`src/rtl/morse_pkg.sv`:
```
// Shared definitions for the Morse message sequencer.
//   LETTER_W     : width of a letter code
//   seq_state_t  : sequencer FSM states
//   A..H         : letter code constants
package morse_pkg;

    localparam int unsigned LETTER_W = 3;

    typedef enum logic [1:0] {
        IDLE   = 2'd0,
        LAUNCH = 2'd1,
        SEND   = 2'd2,
        GAP    = 2'd3
    } seq_state_t;

    localparam logic [LETTER_W-1:0] A = 3'b000;
    localparam logic [LETTER_W-1:0] B = 3'b001;
    localparam logic [LETTER_W-1:0] C = 3'b010;
    localparam logic [LETTER_W-1:0] D = 3'b011;
    localparam logic [LETTER_W-1:0] E = 3'b100;
    localparam logic [LETTER_W-1:0] F = 3'b101;
    localparam logic [LETTER_W-1:0] G = 3'b110;
    localparam logic [LETTER_W-1:0] H = 3'b111;

endpackage

```
`src/rtl/letter_fifo.sv`:
```
// Letter FIFO with registered occupancy flags.
//   ClockIn, Reset : clock, asynchronous active-high reset
//   Push, DataIn   : enqueue request and letter
//   Pop            : dequeue the head (ignored when empty)
//   Flush          : clear all entries at the next edge
//   DataOut        : current head, combinational read
//   Count, Empty, Full : registered occupancy
//   DropOut        : one-cycle pulse after a Push was discarded for lack of room
module letter_fifo
    import morse_pkg::*;
#(
    parameter int unsigned DEPTH = 4
) (
    input  logic                       ClockIn,
    input  logic                       Reset,
    input  logic                       Push,
    input  logic                       Pop,
    input  logic                       Flush,
    input  logic [LETTER_W-1:0]        DataIn,
    output logic [LETTER_W-1:0]        DataOut,
    output logic [$clog2(DEPTH+1)-1:0] Count,
    output logic                       Empty,
    output logic                       Full,
    output logic                       DropOut
);

    localparam int unsigned PW = (DEPTH > 1) ? $clog2(DEPTH) : 1;
    localparam int unsigned CW = $clog2(DEPTH + 1);

    logic [LETTER_W-1:0] mem_q [DEPTH];
    logic [PW-1:0]       wptr_q, wptr_d, rptr_q, rptr_d;
    logic [CW-1:0]       count_q, count_d;
    logic                empty_q, empty_d, full_q, full_d, drop_q, drop_d;
    logic                do_pop, do_push;

    // A pop in the same cycle frees a slot, so a Push into a full FIFO is still taken.
    assign do_pop  = Pop && !empty_q;
    assign do_push = Push && (!full_q || do_pop) && !Flush;

    always_comb begin
        wptr_d  = wptr_q;
        rptr_d  = rptr_q;
        count_d = count_q;
        if (Flush) begin
            // The head may still be popped this edge; everything else goes.
            wptr_d  = '0;
            rptr_d  = '0;
            count_d = '0;
        end else begin
            if (do_pop)  rptr_d = rptr_q + 1'b1;
            if (do_push) wptr_d = wptr_q + 1'b1;
            case ({do_push, do_pop})
                2'b10:   count_d = count_q + 1'b1;
                2'b01:   count_d = count_q - 1'b1;
                default: count_d = count_q;
            endcase
        end
        empty_d = (count_d == '0);
        full_d  = (count_d == CW'(DEPTH));
        drop_d  = Push && !Flush && full_q && !do_pop;
    end

    always_ff @(posedge ClockIn or posedge Reset) begin
        if (Reset) begin
            wptr_q  <= '0;
            rptr_q  <= '0;
            count_q <= '0;
            empty_q <= 1'b1;
            full_q  <= 1'b0;
            drop_q  <= 1'b0;
        end else begin
            wptr_q  <= wptr_d;
            rptr_q  <= rptr_d;
            count_q <= count_d;
            empty_q <= empty_d;
            full_q  <= full_d;
            drop_q  <= drop_d;
        end
    end

    always_ff @(posedge ClockIn) begin
        if (do_push) mem_q[wptr_q] <= DataIn;
    end

    assign DataOut = mem_q[rptr_q];
    assign Count   = count_q;
    assign Empty   = empty_q;
    assign Full    = full_q;
    assign DropOut = drop_q;

endmodule

```
`src/rtl/morse_message_sequencer.sv`:
```
// Queues letter codes and launches them one at a time into the Morse transmitter,
// waiting for the transmitter's bit pulses and then an inter-letter gap of ticks.
//   ClockIn, Reset : clock, asynchronous active-high reset
//   Push, LetterIn : enqueue request and letter code
//   Flush          : empty the queue (the letter being sent is unaffected)
//   TickIn         : half-second tick, counts the gap
//   NewBitIn       : transmitter NewBitOut, counts letter completion
//   StartOut, LetterOut : transmitter Start pulse and Letter code
//   Busy, Empty, Full, Count, DropOut : status
module morse_message_sequencer
    import morse_pkg::*;
#(
    parameter int unsigned DEPTH           = 4,
    parameter int unsigned BITS_PER_LETTER = 11,
    parameter int unsigned GAP_UNITS       = 3
) (
    input  logic                       ClockIn,
    input  logic                       Reset,
    input  logic                       Push,
    input  logic [LETTER_W-1:0]        LetterIn,
    input  logic                       Flush,
    input  logic                       TickIn,
    input  logic                       NewBitIn,
    output logic                       StartOut,
    output logic [LETTER_W-1:0]        LetterOut,
    output logic                       Busy,
    output logic                       Empty,
    output logic                       Full,
    output logic [$clog2(DEPTH+1)-1:0] Count,
    output logic                       DropOut
);

    localparam int unsigned CNT_MAX = (BITS_PER_LETTER > GAP_UNITS) ? BITS_PER_LETTER : GAP_UNITS;
    localparam int unsigned CNT_W   = $clog2(CNT_MAX + 1);
    localparam logic [CNT_W-1:0] BITS_INIT = CNT_W'(BITS_PER_LETTER);
    localparam logic [CNT_W-1:0] GAP_INIT  = CNT_W'(GAP_UNITS);
    localparam logic [CNT_W-1:0] CNT_ONE   = CNT_W'(1);

    seq_state_t          state_q, state_d;
    logic [CNT_W-1:0]    bitcnt_q, bitcnt_d, gapcnt_q, gapcnt_d;
    logic                start_q, start_d;
    logic [LETTER_W-1:0] letter_q, letter_d;
    logic [LETTER_W-1:0] fifo_head;
    logic                pop, launch;

    letter_fifo #(
        .DEPTH (DEPTH)
    ) u_fifo (
        .ClockIn (ClockIn),
        .Reset   (Reset),
        .Push    (Push),
        .Pop     (pop),
        .Flush   (Flush),
        .DataIn  (LetterIn),
        .DataOut (fifo_head),
        .Count   (Count),
        .Empty   (Empty),
        .Full    (Full),
        .DropOut (DropOut)
    );

    always_comb begin
        state_d  = state_q;
        bitcnt_d = bitcnt_q;
        gapcnt_d = gapcnt_q;
        letter_d = letter_q;
        start_d  = 1'b0;
        pop      = 1'b0;
        launch   = 1'b0;
        unique case (state_q)
            IDLE: launch = !Empty;
            LAUNCH: begin
                state_d  = SEND;
                bitcnt_d = BITS_INIT;
            end
            SEND: begin
                if (NewBitIn && bitcnt_q != '0) begin
                    bitcnt_d = bitcnt_q - 1'b1;
                    if (bitcnt_q == CNT_ONE) begin
                        if (GAP_UNITS == 0) begin
                            state_d = IDLE;
                            launch  = !Empty;
                        end else begin
                            state_d  = GAP;
                            gapcnt_d = GAP_INIT;
                        end
                    end
                end
            end
            GAP: begin
                if (TickIn && gapcnt_q != '0) begin
                    gapcnt_d = gapcnt_q - 1'b1;
                    if (gapcnt_q == CNT_ONE) begin
                        state_d = IDLE;
                        launch  = !Empty;
                    end
                end
            end
            default: state_d = IDLE;
        endcase
        // Any path that ends a letter (or idles) with work queued launches at this edge.
        if (launch) begin
            state_d  = LAUNCH;
            pop      = 1'b1;
            start_d  = 1'b1;
            letter_d = fifo_head;
        end
    end

    always_ff @(posedge ClockIn or posedge Reset) begin
        if (Reset) begin
            state_q  <= IDLE;
            bitcnt_q <= '0;
            gapcnt_q <= '0;
            start_q  <= 1'b0;
            letter_q <= '0;
        end else begin
            state_q  <= state_d;
            bitcnt_q <= bitcnt_d;
            gapcnt_q <= gapcnt_d;
            start_q  <= start_d;
            letter_q <= letter_d;
        end
    end

    assign StartOut  = start_q;
    assign LetterOut = letter_q;
    assign Busy      = (state_q != IDLE);

endmodule

```
`config.mk`:
```
export PLATFORM = sky130hd
export DESIGN_NAME = morse_message_sequencer
export DESIGN_NICKNAME = d
export VERILOG_FILES = /design/src/rtl/morse_pkg.sv /design/src/rtl/letter_fifo.sv /design/src/rtl/morse_message_sequencer.sv
export SDC_FILE = /design/constraint.sdc
export NUM_CORES = 1
export LEC_CHECK = 0
export ABC_CLOCK_PERIOD_IN_PS = 3700
export CORE_MARGIN = 2
export CORE_UTILIZATION = 40
export CTS_CLUSTER_DIAMETER = 120
export DETAILED_ROUTE_END_ITERATION = 8
export GPL_TIMING_DRIVEN = 0
export PLACE_DENSITY = 0.63
export SETUP_SLACK_MARGIN = 0.05
export SYNTH_ARGS = -nofsm -noshare
export SYNTH_HDL_FRONTEND = slang
export SYNTH_HIERARCHICAL = 1
export SYNTH_SLANG_ARGS = --single-unit
```
`constraint.sdc`:
```
create_clock -name ClockIn -period 3.7 [get_ports ClockIn]
set_clock_uncertainty 0.15 [all_clocks]
set_input_delay 0.555 -clock ClockIn [delete_from_list [all_inputs] [get_ports ClockIn]]
set_output_delay 0.555 -clock ClockIn [all_outputs]
set_load 0.005 [all_outputs]
```
; ---- Yosys cells after proc, flatten, opt, wreduce, memory -nomap -nowiden
; Memory sizes are Yosys's and may differ from the RTL's. A register that Yosys moved wholly into a read port is not among the register bits.
; Cells that the tools add are included.
[classes]
n_addsub = 6
n_eq_ne = 15
muxes = 24
n_reduce_logical = 26
[op_table]
columns = operator, count
row1 = $mux 2, 9
row2 = $mux 4, 4
row3 = $pmux 4 s2, 2
row4 = $ne 3x3->1 const B, 4
row5 = $reduce_bool 4->1, 3
row6 = $reduce_bool 2->1, 5
row7 = $eq 4x1->1 const B, 2
row8 = $logic_and 1x1->1, 8
row9 = $sub 4x1->4 const B, 2
row10 = $eq 2x2->1 const B, 3
row11 = $ne 2x2->1 const B, 3
row12 = $pmux 2 s3, 1
row13 = $pmux 3 s2, 1
row14 = $mux 1, 5
row15 = $reduce_and 5->1, 1
row16 = $add 2x1->2 const B, 2
row17 = $eq 2x1->1 const B, 2
row18 = $logic_not 1->1, 4
row19 = $reduce_and 4->1, 1
row20 = $add 3x1->3 const B, 1
row21 = $eq 3x3->1 const B, 1
row22 = $logic_not 3->1, 1
row23 = $mux 3, 1
row24 = $sub 3x1->3 const B, 1
row25 = 4 further kinds, 4
[word_totals]
reg_bits = 21
ram_bits = 12
output_inout_bits = 11
mem_count = 1
[mem_list]
columns = memory, depth, word_bits, read_ports, rd_clocked_by_memory_dff, write_ports, line_no
row1 = u_fifo.mem_q, 4, 3, 1, 1, 1, letter_fifo.sv:30  ; logic [LETTER_W-1:0] mem_q [DEPTH];

; ---- Logic depth before layout (Yosys ltp)
; Gate-level depths: netlist of the first run.
[depth]
depth_word = 13
depth_mapped = 14

; ---- Cells and area by module
; The synthesis of the first run kept the hierarchy.
[modules_own_cells]
columns = mod, instances, cells_per_inst, area_each_um2, seq_area_each_um2
row1 = letter_fifo, 1, 70, 988.4, 611.8
row2 = morse_message_sequencer, 1, 95, 947.2, 350.3

; ---- Worst setup path after synthesis of the first run
; No wires, ideal clock.
[synth_timing]
kind = reg2reg
startpoint = register state_q[0]
endpoint = register u_fifo.full_q, in the netlist u_fifo/Full
setup_time_ns = 0.073
t_arrival_ns = 2.961
required_time_ns = 3.477
slack_ns = 0.517
stages_incl_launch_ff = 14
path_cell_list = dfrtp_1 -> ha_1 -> buf_4 -> and4b_1 -> a22oi_1 -> inv_1 -> nand2b_1 -> inv_1 -> ha_1 -> fa_1 -> xnor2_1 -> or3_1 -> a21oi_2 -> nor2b_1
[synth_via]
elab_chain_cells = 11
word_cells_on_any_way = 13
classes_between = eq/ne (4) / mux (4) / reduce/logical (5)
[synth_rtl]
columns = element, line_no
row1 = from (decl), morse_message_sequencer.sv:39  ; seq_state_t state_q, state_d;
row2 = from (signal assigned), morse_message_sequencer.sv:118  ; state_q <= state_d;
row3 = $eq 2x2->1 / $logic_not 2->1 (equally long branches), morse_message_sequencer.sv:70  ; unique case (state_q)
row4 = $pmux 1 s2 *, morse_message_sequencer.sv:70
row5 = named net launch, morse_message_sequencer.sv:44  ; logic pop, launch;
row6 = $mux 1 *, morse_message_sequencer.sv:102  ; if (launch) begin
row7 = $logic_and 1x1->1 *, letter_fifo.sv:37  ; assign do_pop = Pop && !empty_q;
row8 = $logic_or 1x1->1, letter_fifo.sv:38  ; assign do_push = Push && (!full_q || do_pop) && !Flush;
row9 = $logic_and 1x1->1 (2 in series), letter_fifo.sv:38
row10 = $eq 2x1->1 / $eq 2x2->1 (equally long branches), letter_fifo.sv:52  ; case ({do_push, do_pop})
row11 = $pmux 3 s2 *, letter_fifo.sv:52
row12 = $mux 3 *, letter_fifo.sv:44  ; if (Flush) begin
row13 = named net u_fifo.count_d[2], letter_fifo.sv:32  ; logic [CW-1:0] count_q, count_d;
row14 = $eq 3x3->1 *, letter_fifo.sv:59  ; full_d = (count_d == CW'(DEPTH));
row15 = named net u_fifo.full_d, letter_fifo.sv:33  ; logic empty_q, empty_d, full_q, full_d, drop_q, drop_d;
row16 = to (signal assigned), letter_fifo.sv:76  ; full_q <= full_d;
row17 = to (decl), letter_fifo.sv:33
; The timed path passes the listed nets; every way through them passes the cells marked *.
; A chain may end at the register's enable or synchronous reset.

; ---- Worst setup path in the final report of the first run
; Ends and elaborated chain as after synthesis.

==> run_results.csv, run 1 <==
group,metric,value,unit
outcome,status,"complete, no violations",
place,io_buffers,18,
timing,maxSlewViolCount,0,
detailed_routing,final_antenna_net_count,0,
floorplan,fp.coreArea,4690,sq um
layout,syn_to_final_growth,18.7,%
place,hpwl,2690,um
timing,relSlewSlack,63.7,%
detailed_routing,via_per_inst,5.28,
logic_synthesis,synthTopCellsByCount,"dfrtp_1 (23), inv_1 (19), ha_1 (15)",
cts,clock_insertion_delay_worst_skew,290,ps
layout,layout-drive-gt1-share,17.7,%
detailed_routing,totalWireLength,3480,um
logic_synthesis,synth.most_common_cell,"dfrtp_1",
logic_synthesis,synth_area_leaders,"dfrtp_1 (30%), edfxtp_1 (19%), ha_1 (9.7%)",
logic_synthesis,async_reset_ff_share,66.7,%
min_path,hold_end,"LetterOut[1]",
layout,antennaDiodeCount,0,
detailed_routing,vias,1299,
power_and_ir_drop,pwr-share-seq,42.1,%
power_and_ir_drop,power_density,585,nW/um^2
grt,grt_pass1_wl,5770,um
critical_path,cp-start-kind,"flip-flop",
power_and_ir_drop,power.leakage,0.978,nW
min_path,min_from,"LetterOut[1]",
place,gp_congestion,0.741,
timing,fmax,0.292,GHz
timing,hold_slack,361,ps
logic_synthesis,synth_nets,190,
logic_synthesis,synth_seq_cells,36,
power_and_ir_drop,irDropWorstVdd,0.230,mV
layout,multi_input_area,892,sq um
timing,worstMarginPinSlew,543,ps
grt,grt_usage,14.3,%
timing,setup_violations,0,
logic_synthesis,synth_area_per_cell,11.7,sq um
critical_path,reg2regPathDepth,13,
critical_path,crit_type,"flip-flop to flip-flop",
min_path,whs_path_depth,1,
power_and_ir_drop,internal_power,0.856,mW
timing,min_period,3430,ps
floorplan,row_count,25,
cts,cts_tree,"built",
critical_path,crit_fanout,9,
logic_synthesis,ys_types,48,
logic_synthesis,synth_area,1940,sq um
detailed_routing,drt_iter0_markers,35,
detailed_routing,drc_errors,0,
grt,antenna_found_initial,0,
critical_path,r2r_end,"u_fifo/Full",
logic_synthesis,synth_ff_type,"dfrtp_1",
floorplan,start_util,41.3,%
cts,hold_buffers,0,
critical_path,r2r_slack,270,ps
layout,layout.nets,216,
critical_path,r2r-start,"state_q[0]",
logic_synthesis,yosysSeqAreaShare,49.7,%
floorplan,dieArea,5410,sq um
floorplan,die_h,73.6,um
logic_synthesis,synth_warnings,6,
cts,numCtsBuffers,5,
layout,ff_latch_area,962,sq um
logic_synthesis,synth_top_area_share,29.7,%
critical_path,arrival,3500,ps
grt,overflow,0,
detailed_routing,wl_per_cell,14.2,um
logic_synthesis,synth_area_leader_cell,"dfrtp_1",
cts,cts_root_buffer,"clkbuf_8",
cts,cts_buffer_depth,2,
critical_path,cp.required,3770,ps
timing,finalHoldViolations,0,
cts,cts.reportedPaths.clkPinSlew,80,ps
min_path,holdCritPathClass,"flip-flop to flip-flop",
floorplan,pin_count,20,
detailed_routing,drtPass1Iterations,4,
layout,n_fill_cell,433,
critical_path,critPathCaptureType,"flip-flop",
power_and_ir_drop,total_power,1.34,mW
power_and_ir_drop,p_sw,0.488,mW
job,drv_cap,0,
timing,rsz0062_at_grt,"no",
logic_synthesis,synth_edf_count,12,
timing,min_period_over_period,92.6,%
logic_synthesis,synthCells,165,
power_and_ir_drop,pwr-share-clk,21.2,%
power_and_ir_drop,comb_power_share,36.7,%
cts,cts.sinks,36,
cts,h-tree-depth,2,
grt,grt_max_degree,15,
grt,grt_pass1_vias,1308,
power_and_ir_drop,swShare,36.3,%
floorplan,die_w,73.6,um
## per-layer routing
metal | global-route usage [%] | wire length, um | vias up
met4 | 6.26 | 72 | 0
met2 | 25.7 | 1840 | 22
met1 | 15.7 | 1440 | 634
li1 | - | - | 632
met3 | 3.57 | 130 | 11
met5 | 0 | 0 | -
## worst max-delay path, stage by stage, from the launching register on
cell and delay (ps):
dfrtp_1 440, ha_1 210, buf_4 160, and4b_1 250, a22oi_2 290, inv_1 140
nand2b_1 170, inv_1 110, ha_1 250, fa_1 390, xnor2_1 140, or3_1 320
a21oi_2 190, nor2b_1 150
## kinds of logic (layout without fill, tap and decap cells)
kind of cell    Yosys count  in the layout  synth area share, %
flops                    36             36                 49.7
xor+xnor                  6              6                 2.72
simple gates             49             49                 14.3
compound gates           26             26                 10.7
fa+ha+maj                16             16                 10.7
mux                       9              9                 6.85
buf+inv                  23             50                 4.98
## through the flow
step / setup slack (ps) / setup TNS (ps) / instance area [sq um] / utilization [%] / std cells
CTS: 103 / 0 / 2280 / 48.5 / 245
floorplan: 517 / 0 / 1940 / - / 165
global route: 70.5 / 0 / 2300 / 49.0 / 246
detailed placement: -82.4 / -93.4 / 2180 / 46.5 / 237
finish: 274 / 0 / 2300 / 49.0 / 246
global placement: -65.7 / -72.1 / 2180 / 46.5 / 237
## cell type report
class                   count  share of cell area, %
repair buffers             19                   8.17
well taps                  54                   2.94
clock buffers               5                   2.99
multi-input cells         106                   38.8
plain buffers               4                   1.09
inverters                  19                   3.10
flip-flops and latches     36                   41.9
clock inverters             3                   1.03
## cells in the final DEF, fill, tap and decap left out, types with 2 or more instances in the layout
| cell | n |
|---|---|
| clkbuf_8 | 5 |
| edfxtp_1 | 12 |
| ha_1 | 15 |
| nand2_1 | 5 |
| a21o_1 | 2 |
| mux2_2 | 4 |
| buf_2 | 2 |
| o21ai_0 | 3 |
| mux4_2 | 3 |
| nand3_1 | 2 |
| a21oi_1 | 3 |
| nor3_1 | 7 |
| clkinvlp_4 | 2 |
| dfrtp_1 | 23 |
| or2b_1 | 2 |
| a31oi_1 | 2 |
| and2_1 | 5 |
| nor3b_1 | 3 |
| inv_1 | 19 |
| xnor2_1 | 3 |
| nor2b_1 | 2 |
| xor2_1 | 3 |
| nor2_1 | 12 |
| buf_4 | 3 |
| mux2i_1 | 2 |
| clkdlybuf4s50_1 | 18 |
| nand2b_1 | 2 |
| a21oi_2 | 3 |
| nand4_1 | 2 |
## power by group through the flow
stage	combinational [mW]	clock, mW	sequential, mW
global route	0.556	0.309	0.579
CTS	0.488	0.293	0.563
global placement	0.455	0	0.564
finish	0.493	0.285	0.565
detailed placement	0.484	0	0.572
floorplan	0.351	0	0.554
## sequential cells by signal, indices dropped and copies added, names as in the netlist
| signal | flops |
|---|---|
| u_fifo/rptr_q | 2 |
| u_fifo/wptr_q | 2 |
| bitcnt_q | 4 |
| u_fifo/Count | 3 |
| gapcnt_q | 4 |
| u_fifo/Empty | 1 |
| u_fifo/mem_q | 12 |
| LetterOut | 3 |
| u_fifo/Full | 1 |
| StartOut | 1 |
| state_q | 2 |
| u_fifo/DropOut | 1 |
## worst max path at each step
stage                     startpoint     endpoint  slack (ps)
final                     state_q[0]  u_fifo/Full         270
after global routing      state_q[0]  u_fifo/Full          70
after CTS                 state_q[1]  u_fifo/Full         100
after detailed placement      TickIn  u_fifo/Full         -80
after global placement        TickIn  u_fifo/Full         -70
after floorplan           state_q[0]  u_fifo/Full         520
## what timing repair did
item                                    CTS  global route
buffers inserted                          0             1
endpoints found under the setup margin    0             3
resized for setup                         0             3
No activity file was read; power rests on OpenSTA's default activity.
==> run 2, diff against run 1 <==
--- a/config.mk
+++ b/config.mk
@@ -6,7 +6,7 @@
 export NUM_CORES = 1
 export LEC_CHECK = 0
 export ABC_CLOCK_PERIOD_IN_PS = 3700
-export CORE_MARGIN = 2
+export CORE_MARGIN = 4
 export CORE_UTILIZATION = 40
 export CTS_CLUSTER_DIAMETER = 120
 export DETAILED_ROUTE_END_ITERATION = 8
==> run 2 against run 1 <==
Sequential power about the same. First-iteration DRC count up 49%. Register-to-register slack worse by 30 ps. Total power rose by 4.9%. Critical endpoint unchanged. Largest cell class unchanged. Largest power group unchanged.
==> run_results.csv, run 2 (synthesized netlist as in run 1, its figures left out) <==
group,metric,value,unit
power_and_ir_drop,pwr-share-clk,25.2,%
timing,hold_slack,359,ps
floorplan,pin_count,20,
power_and_ir_drop,comb_power_share,34.6,%
layout,n_fill_cell,424,
timing,maxSlewViolCount,0,
cts,numCtsBuffers,5,
layout,final_common_cell,"dfrtp_1",
floorplan,start_util,41.3,%
layout,ff_latch_area,963,sq um
detailed_routing,via_per_inst,5.25,
cts,cts.reportedPaths.clkPinSlew,80,ps
detailed_routing,wl_per_cell,14.4,um
cts,h-tree-depth,2,
grt,grt_pass1_wl,6300,um
floorplan,dieArea,6020,sq um
layout,final_cell_mix,"dfrtp_1 (22), inv_1 (19), clkdlybuf4s50_1 (18)",
critical_path,crit_chain,"ha_1, buf_4, and4b_1, a22oi_2, inv_1, nand2b_1, inv_1, ha_1, fa_1, xnor2_1, or3_1, a21oi_2, nor2b_1",
timing,worstMarginPinSlew,566,ps
timing,fmax,0.290,GHz
place,io_buffers,18,
floorplan,die_h,77.6,um
power_and_ir_drop,irDropWorstVdd,0.246,mV
timing,relSlewSlack,62.2,%
place,hpwl,2710,um
layout,syn_to_final_growth,19.6,%
power_and_ir_drop,p_sw,0.485,mW
timing,finalSetupTns,0,ps
critical_path,max_stage_delay,430,ps
grt,antenna_found_initial,0,
cts,cts_root_buffer,"clkbuf_8",
cts,cts_tree,"built",
timing,min_period_over_period,93.3,%
floorplan,die_w,77.6,um
power_and_ir_drop,pwr-share-seq,40.2,%
timing,setup_violations,0,
power_and_ir_drop,internal_power,0.925,mW
min_path,holdCritPathClass,"flip-flop to flip-flop",
detailed_routing,totalWireLength,3530,um
layout,layout.nets,215,
cts,cts.sinks,36,
timing,min_period,3450,ps
detailed_routing,drtPass1Iterations,4,
critical_path,cpMaxStageDelayCell,"dfrtp_1",
layout,reg_top3,"u_fifo/mem_q: 12 flops, bitcnt_q: 4 flops, gapcnt_q: 4 flops",
layout,top_register,"u_fifo/mem_q",
grt,overflow,0,
cts,cts_buffer_depth,2,
layout,layout-drive-gt1-share,17.8,%
layout,largest_register_ffs,12,
outcome,status,"complete, no violations",
power_and_ir_drop,power.leakage,0.987,nW
critical_path,cp.required,3770,ps
floorplan,fp.coreArea,4690,sq um
floorplan,row_count,25,
detailed_routing,vias,1287,
critical_path,arrival,3520,ps
place,gp_congestion,0.845,
cts,clock_insertion_delay_worst_skew,290,ps
layout,antennaDiodeCount,0,
detailed_routing,drc_errors,0,
grt,grt_usage,13.4,%
layout,multi_input_area,892,sq um
power_and_ir_drop,power_density,609,nW/um^2
detailed_routing,drt_iter0_markers,52,
critical_path,cp-start-kind,"flip-flop",
cts,cts_setup_buffers,0,
critical_path,crit_fanout,9,
grt,grt_pass1_vias,1377,
timing,rsz0062_at_grt,"no",
job,drv_cap,0,
grt,grt_max_degree,15,
critical_path,critPathCaptureType,"flip-flop",
power_and_ir_drop,swShare,34.4,%
timing,finalHoldViolations,0,
detailed_routing,final_antenna_net_count,0,
critical_path,crit_type,"flip-flop to flip-flop",
==> run 2: cell types whose count changed in the layout (fill, tap and decap cells not counted), sizes merged <==
| cell | change |
|---|---|
| buf | -1 |
| bufinv | +1 |
| clkinv | -1 |
| clkinvlp | -1 |
| inv | +1 |
==> run 2: power by group through the flow <==
stage               registers (mW)  clock network (mW)  logic, mW
floorplan                    0.554                   0      0.351
global placement             0.564                   0      0.456
detailed placement           0.569                   0      0.483
CTS                          0.561               0.363      0.488
global route                 0.580               0.382      0.555
finish                       0.566               0.355      0.488
==> run 2: path summary, 6_finish.rpt <==
| path | depth (start not counted) | end | startpoint | slack, ps |
|---|---|---|---|---|
| max in group asynchronous | 2 | gapcnt_q[0] | Reset | 2500 |
| max reg2reg | 13 | u_fifo/Full | state_q[0] | 250 |
| min in group asynchronous | 2 | u_fifo/Full | Reset | 420 |
| max | 13 | u_fifo/Full | state_q[0] | 250 |
| min | 1 | LetterOut[2] | LetterOut[2] | 360 |
| min reg2reg | 1 | LetterOut[2] | LetterOut[2] | 360 |
==> run 2: what timing repair did <==
action,in CTS,in global routing
cloned,0,0
gates resized for setup,1,3
setup endpoints to repair,1,3
hold buffers,0,0
==> run 2: worst max-delay path, delay by kind of cell (launching register included) <==
| family | cells | cell delay (ps) |
|---|---|---|
| AO/OA/AOI/OAI | 2 | 480 |
| XOR/XNOR | 1 | 160 |
| adder cells (fa/ha/maj) | 3 | 870 |
| buffers and inverters | 3 | 410 |
| flip-flops | 1 | 430 |
| AND/OR/NAND/NOR | 4 | 890 |
==> run 2: per-stage QoR <==
stage / worst slack (ps) / util, % / area (sq um) / total power [mW] / cells
6_report: 248 / 49.3 / 2310 / 1.41 / 245
5_1_grt: 68.0 / 49.3 / 2310 / 1.52 / 245
4_1_cts: 127 / 49.1 / 2300 / 1.41 / 245
3_5_place_dp: -165 / 46.5 / 2180 / 1.05 / 237
3_3_place_gp: -63.7 / 46.5 / 2180 / 1.02 / 237
2_1_floorplan: 517 / - / 1940 / 0.905 / 165
==> run 2: metal layers <==
| layer | vias to the layer above | routed length [um] | GRT usage [%] |
|---|---|---|---|
| li1 | 626 | - | - |
| met1 | 639 | 1450 | 15.3 |
| met2 | 18 | 1940 | 23.5 |
| met3 | 4 | 119 | 4.18 |
| met4 | 0 | 23 | 4.80 |
| met5 | - | 0 | 0 |
==> run 2: cell type report <==
| type | count | area share, % |
|---|---|---|
| Buffer | 4 | 1.08 |
| Clock buffer | 5 | 2.97 |
| Clock inverter | 3 | 2.00 |
| Inverter | 19 | 3.08 |
| Multi-Input combinational cell | 106 | 38.5 |
| Sequential cell | 36 | 41.6 |
| Tap cell | 54 | 2.92 |
| Timing Repair Buffer | 18 | 7.78 |
